### config.mk
export PLATFORM = sky130hd
export DESIGN_NAME = return_address_stack
export DESIGN_NICKNAME = d
export VERILOG_FILES = /design/src/rtl/return_address_stack.sv
export SDC_FILE = /design/constraint.sdc
export NUM_CORES = 1
export LEC_CHECK = 0
export ABC_CLOCK_PERIOD_IN_PS = 9900
export CORE_MARGIN = 10
export CORE_UTILIZATION = 45
export DETAILED_ROUTE_END_ITERATION = 7
export PLACE_DENSITY = 0.59
export SETUP_SLACK_MARGIN = 0.1
export SLEW_MARGIN = 20
export SYNTH_ARGS = -nofsm -noshare
export SYNTH_HDL_FRONTEND = slang
export SYNTH_SLANG_ARGS = --single-unit
### constraint.sdc
create_clock -name clk -period 9.9 [get_ports clk]
set_clock_uncertainty 0.15 [all_clocks]
set_input_delay 0.99 -clock clk [delete_from_list [all_inputs] [get_ports clk]]
set_output_delay 0.99 -clock clk [all_outputs]
set_load 0.1 [all_outputs]
### src/rtl/return_address_stack.sv
// Purpose     : speculative return-address stack feeding JR/JALR target prediction to fetch.
// Latency     : an op presented in cycle N shows on predict_* / snap_* in cycle N+1.
// Backpressure: none; always accepts, fetch_valid qualifies every op, full pushes drop the oldest.
//
// Ports:
//   clk, rst            clock (rising edge), asynchronous active-high reset
//   fetch_valid         fetched instruction accepted this cycle
//   is_call/is_return   quick-decode flags of that instruction
//   call_pc             PC of the call; the pushed return address is call_pc + 8 (skips delay slot)
//   flush               backend redirect, wins over any same-cycle fetch op
//   flush_top/count     checkpoint to restore (ignored when RAS_COMMIT_STACK_EN is defined)
//   commit_*            retire-time ops for the architectural stack (RAS_COMMIT_STACK_EN only)
//   predict_valid       stack non-empty
//   predict_address     top entry, 0 when empty
//   snap_top/snap_count pointers fetch checkpoints alongside each branch
//
// Optional feature macro: RAS_COMMIT_STACK_EN (adds an architectural stack copied in on flush).

module return_address_stack #(
  parameter  int DEPTH = 8,
  localparam int AW    = $clog2(DEPTH)
) (
  input  logic          clk,
  input  logic          rst,
  input  logic          fetch_valid,
  input  logic          is_call,
  input  logic          is_return,
  input  logic [31:0]   call_pc,
  input  logic          flush,
  input  logic [AW-1:0] flush_top,
  input  logic [AW:0]   flush_count,
`ifdef RAS_COMMIT_STACK_EN
  input  logic          commit_valid,
  input  logic          commit_is_call,
  input  logic          commit_is_return,
  input  logic [31:0]   commit_call_pc,
`endif
  output logic          predict_valid,
  output logic [31:0]   predict_address,
  output logic [AW-1:0] snap_top,
  output logic [AW:0]   snap_count
);

  localparam logic [AW:0] LP_FULL = (AW+1)'(DEPTH);

  // Next-pointer result of one stack op; shared by the speculative and architectural stacks.
  typedef struct packed {
    logic [AW-1:0] top;
    logic [AW:0]   count;
    logic          wr_en;
    logic [AW-1:0] wr_idx;
  } upd_t;

  function automatic upd_t f_upd(input logic          push,
                                 input logic          pop,
                                 input logic          repl,
                                 input logic [AW-1:0] top,
                                 input logic [AW:0]   count);
    upd_t u;
    u.top    = top;
    u.count  = count;
    u.wr_en  = 1'b0;
    u.wr_idx = top;
    if (push) begin
      // Pointer wraps naturally; when full the slot written is the oldest entry.
      u.top    = top + AW'(1);
      u.wr_en  = 1'b1;
      u.wr_idx = top + AW'(1);
      if (count != LP_FULL) u.count = count + (AW+1)'(1);
    end else if (pop) begin
      if (count != '0) begin
        u.top   = top - AW'(1);
        u.count = count - (AW+1)'(1);
      end
    end else if (repl) begin
      // Call+return in one instruction replaces the top in place.
      u.wr_en = 1'b1;
      if (count == '0) u.count = (AW+1)'(1);
    end
    return u;
  endfunction

  logic [31:0]   r_mem [DEPTH];
  logic [AW-1:0] r_top;
  logic [AW:0]   r_count;

  upd_t          w_upd;
  logic [31:0]   w_wr_dat;

  always_comb begin
    w_upd    = f_upd(fetch_valid & is_call & ~is_return,
                     fetch_valid & is_return & ~is_call,
                     fetch_valid & is_call & is_return,
                     r_top, r_count);
    w_wr_dat = call_pc + 32'd8;
  end

`ifdef RAS_COMMIT_STACK_EN
  // Architectural stack, updated at retire with the same rules.
  logic [31:0]   r_amem [DEPTH];
  logic [AW-1:0] r_atop;
  logic [AW:0]   r_acount;
  upd_t          w_aupd;
  logic [31:0]   w_amem_nxt [DEPTH];
  logic          w_unused_flush;

  // Post-commit view of the architectural stack, so a flush in the same
  // cycle as a commit copies the already-updated state.
  always_comb begin
    w_aupd = f_upd(commit_valid & commit_is_call & ~commit_is_return,
                   commit_valid & commit_is_return & ~commit_is_call,
                   commit_valid & commit_is_call & commit_is_return,
                   r_atop, r_acount);
    w_amem_nxt = r_amem;
    if (w_aupd.wr_en) w_amem_nxt[w_aupd.wr_idx] = commit_call_pc + 32'd8;
  end

  assign w_unused_flush = ^{flush_top, flush_count};

  always_ff @(posedge clk or posedge rst) begin
    if (rst) begin
      r_atop   <= '0;
      r_acount <= '0;
      for (int i = 0; i < DEPTH; i++) r_amem[i] <= '0;
    end else begin
      r_atop   <= w_aupd.top;
      r_acount <= w_aupd.count;
      r_amem   <= w_amem_nxt;
    end
  end
`endif

  always_ff @(posedge clk or posedge rst) begin
    if (rst) begin
      r_top   <= '0;
      r_count <= '0;
      for (int i = 0; i < DEPTH; i++) r_mem[i] <= '0;
    end else if (flush) begin
`ifdef RAS_COMMIT_STACK_EN
      r_mem   <= w_amem_nxt;
      r_top   <= w_aupd.top;
      r_count <= w_aupd.count;
`else
      // Only pointers are restored; entries overwritten since the checkpoint stay stale.
      r_top   <= flush_top;
      r_count <= flush_count;
`endif
    end else begin
      r_top   <= w_upd.top;
      r_count <= w_upd.count;
      if (w_upd.wr_en) r_mem[w_upd.wr_idx] <= w_wr_dat;
    end
  end

  assign predict_valid   = (r_count != '0);
  assign predict_address = (r_count != '0) ? r_mem[r_top] : 32'd0;
  assign snap_top        = r_top;
  assign snap_count      = r_count;

`ifndef RAS_COMMIT_STACK_EN
  a_flush_count_legal: assert property (@(posedge clk) disable iff (rst)
    flush |-> (flush_count <= LP_FULL));
`endif

endmodule

* Word level (Yosys, flattened, before mapping)
Cells that the tools add are included.
** Storage, ports and cells
- Word-level logic and storage cells :: 59
- Output and inout port bits :: 40
- Register bits after elaboration :: 263
- Input bits :: 45
** Operators by class
- Magnitude comparators :: 3
- Bitwise gates (word level) :: 10
- Reductions and logical operators :: 10
- Equal/unequal tests :: 3
- $add $sub $neg :: 5
- Muxes and demuxes :: 18
** Operators by type and width (count)
- $bwmux W256 :: 1
- $mux W32 :: 4
- $bmux W32 S3 :: 1
- $demux W32 S3 :: 1
- $add A32 B4 Y32 const B :: 1
- $mux W4 :: 4
- $reduce_bool A4 Y1 :: 3
- $mux W3 :: 3
- $ge A4 B4 Y1 const B :: 2
- $mux W8 :: 1
- $ne A4 B4 Y1 const B :: 2
- $not A3 Y4 :: 2
- $mux W7 :: 1
- $reduce_bool A3 Y1 :: 2
- $and A1 B1 Y1 :: 5
- $mux W5 :: 1
- $add A4 B1 Y4 const B :: 1
- $logic_not A4 Y1 :: 1
- $lt A4 B1 Y1 const B :: 1
- $reduce_and A2 Y1 :: 2
- $reduce_and A4 Y1 :: 1
- $sub A4 B1 Y4 const B :: 1
- $add A3 B1 Y3 const B :: 1
- $ne A3 B2 Y1 const B :: 1
- 4 further kinds :: 6

* Depth between registers and ports, before layout
- Depth in word-level cells :: 9
- Mapped depth :: 10
- Gate-level depth less buffers :: 6

* Worst setup path after synthesis
No wires, ideal clock.
- Path type :: reg2out
- From :: register r_top[0] (netlist: snap_top[0])
- To :: output port predict_address[22]
- Buffers on the path :: 3
- Setup slack :: 4.970 ns
- Cell stages (with the launch flop) :: 7
- Data arrival time :: 3.790 ns
- Required time :: 8.760 ns
- Path through :: dfrtp_1 > clkbuf_1 > clkbuf_1 > buf_2 > mux4_2 > nand2_1 > a21oi_1
** On the way
- Word-level cells in the longest chain between the ends :: 5
** Ends and longest elaborated chain
- start, declared :: RTL line 84 : logic [AW-1:0] r_top;
- start signal, assigned :: RTL line 145 : r_top <= flush_top;
- start signal, assigned :: RTL line 149 : r_top <= w_upd.top;
- $not A3 Y4 (not written as such) :: RTL line 156 : assign predict_address = (r_count != '0) ? r_mem[r_top] : 32'd0;
- $bmux W32 S3 :: RTL line 156
- $mux W32 (not written as such) (2 in series) :: RTL line 156
- $mux W32 :: RTL line 156
- end, declared :: RTL line 39 : output logic [31:0] predict_address,
Every way passes these cells. The select of a mux whose other input is x is not followed.

* Worst setup path in the final report
- From :: register r_top[0] (netlist: snap_top[0])
- To :: output port predict_address[11]
The elaborated chain is that of the path after synthesis.

==> flow_summary.yaml <==
hold_path:
  hold_path.class: "register to register"
  holdPathStages: 1
route:
  avgViaCountPerCell: 6.44
  wl_per_cell_um: 24.4
  drt-total-wl_um: 36800
  dr.first_iter.drc_count: 1113
  dr.pass1.iters: 5
  via_count: 9712
  drc: 0
  ant_nets: 0
layout:
  fin_nets: 1155
  insertedDiodeCount: 0
  ff_latch_area_sq_mm: 0.00659
  n_fill_cell: 2568
  stdcell_count: 1508
  layout-drive-gt1-share_pct: 26.6
  multi_input_area_sq_mm: 0.00606
  syn2layout_area_growth_pct: 15.3
critical_path:
  cp_max_fo: 38
  crit_type: "register to output pin"
  cp.arrival_ns: 4.13
  rr_worst_depth: 7
  endpoint_kind: "output pin"
  worstSetupStartpointType: "register"
  worst_ep_required_time_ns: 8.76
flow_run:
  maxCapViolations: 0
grt:
  grt_max_degree: 145
  grt-ovfl-total: 0
  grt_pass1_vias: 9873
  antenna_found_initial: 0
  grt_use_total_pct: 20.0
  grt_pass1_wl_um: 58300
floorplanning:
  chipWidth_um: 191
  dieArea_sq_mm: 0.0364
  coreArea_sq_mm: 0.0287
  rows: 62
  start_util_pct: 45.7
  io_pins: 85
  die_y_um: 191
sta:
  worst_hold_slack_ns: 0.350
  worst_slack_ns: 4.63
  period_needed_ns: 5.27
  slew_headroom_pct: 25.3
  tns_ns: 0
  worst_slew_pin_slew_ns: 1.12
  setup_viol: 0
  max_freq_mhz: 190
  finalCritPeriodShare_pct: 53.2
  rsz0062_at_grt: "no"
  hold_viol: 0
  slew_viol_final: 0
placed_design:
  pre_cts_ws_ns: 5.12
  numPortBuffers: 84
  dp_cells: 1458
  gp_congestion: 0.797
  dp_hpwl_um: 21300
synthesis:
  synth_edf_count: 0
  syn-mean-instance-area_sq_um: 12.1
  syn_inst: 1080
  ys_seq_elements: 263
  synth-main-ff-cell: "dfrtp_1"
  synth_fp_nets: 1130
  synth_area_sq_mm: 0.0131
  yosysWarnings: 0
  seq_area_frac_synth_pct: 50.2
  ys_types: 50
  synthArstFlopShare_pct: 100
power:
  power.total_mw: 5.00
  power_density_mw_per_mm2: 330
  vdd_drop_max_mv: 0.174
  leakage_nw: 6.19
run_status:
  status: "finished clean"
clock_tree:
  cts_setup_buffers: 0
  numCtsBuffers: 29
  cts-root-buf: "clkbuf_16"
  cts.path.max_buffers: 3
  htree_levels: 1
  cts_tree: "built"
  cts.repair.resized: 0
  clock_sinks: 263
  clk_pin_slew_ns: 0.06
  cts_hold_buf: 0
  worstSkewPairLatency_ns: 0.54
## synth_stat cells, types with 6 or more instances
cell / instances / area, sq um
a21oi_1: 41 / 205
a31oi_1: 214 / 1340
and3_1: 11 / 68.8
buf_1: 12 / 45.0
buf_2: 18 / 90.1
clkbuf_1: 77 / 289
dfrtp_1: 263 / 6580
inv_1: 13 / 48.8
mux2_2: 145 / 1630
mux2i_1: 6 / 60.1
mux4_2: 64 / 1440
nand2_1: 76 / 285
nand2b_1: 6 / 37.5
nand3_1: 22 / 110
nand4_1: 7 / 43.8
o21ai_0: 7 / 35.0
o31ai_1: 10 / 75.1
or4_1: 11 / 82.6
xnor2_1: 11 / 96.3
xor2_1: 8 / 70.1
## cell families (layout without fill, tap and decap cells)
logic type / Yosys count / count (layout) / synth area share (%)
xor+xnor: 19 / 19 / 1.27
fa+ha+maj: 5 / 5 / 0.477
mux: 215 / 215 / 23.9
buf+inv: 124 / 168 / 3.89
simple gates: 167 / 167 / 6.74
flops: 263 / 263 / 50.2
compound gates: 287 / 287 / 13.5
## registers in the layout (all words and copies together), names as in the netlist
| register | count |
|---|---|
| r_mem | 256 |
| snap_count | 4 |
| snap_top | 3 |
## where the power goes
part           total, mW  leakage (nW)  switching (mW)  internal [mW]
Combinational       2.04          2.45            1.21          0.832
Sequential          1.87          3.27           0.290           1.58
Clock               1.09         0.471           0.443          0.643
## final timing paths
check	start	endpoint	slack, ns
setup / recovery	snap_top[0]$_DFFE_PP0P_	predict_address[11]	4.63
setup reg to reg	snap_top[2]$_DFFE_PP0P_	r_mem[171]$_DFFE_PP0P_	5.66
min in group asynchronous	rst	r_mem[70]$_DFFE_PP0P_	0.89
hold / removal	r_mem[164]$_DFFE_PP0P_	r_mem[164]$_DFFE_PP0P_	0.35
max in group asynchronous	rst	snap_top[2]$_DFFE_PP0P_	7.22
hold reg to reg	r_mem[164]$_DFFE_PP0P_	r_mem[164]$_DFFE_PP0P_	0.35
## stage by stage
stage	area, sq um	utilization (%)
floorplan	13100	-
global placement	14200	49.4
detailed placement	14200	49.4
CTS	15100	52.7
global route	15100	52.7
finish	15100	52.7
## critical path: stages (launching register included)
cell and delay (ns):
dfrtp_4 0.90, buf_4 0.73, mux4_2 0.36, nand2_1 0.05
a21oi_1 0.29, clkdlybuf4s50_1 1.20
## layer usage
layer	vias to the layer above	track usage, %	wire [um]
met3	51	2.58	1950
met1	5077	27.8	16400
met4	0	5.27	682
li1	4241	-	-
met5	-	0	0
met2	343	32.4	17800
## cell usage in the layout, fill, tap and decap left out, types with 11 or more instances in the layout
| master | instances |
|---|---|
| dfrtp_1 | 260 |
| a31oi_1 | 214 |
| mux2_2 | 145 |
| clkdlybuf4s50_1 | 84 |
| nand2_1 | 76 |
| mux4_2 | 64 |
| a21oi_1 | 41 |
| clkbuf_16 | 29 |
| nand3_1 | 22 |
| buf_4 | 20 |
| inv_1 | 12 |
| or4_1 | 11 |
## layout make-up
type	count	area share, %
multi-input cells	693	40.1
clock inverters	13	0.984
repair buffers	104	6.55
flip-flops and latches	263	43.5
clock buffers	37	5.26
inverters	14	0.397
well taps	384	3.18
(Power assumes the default switching activity.)
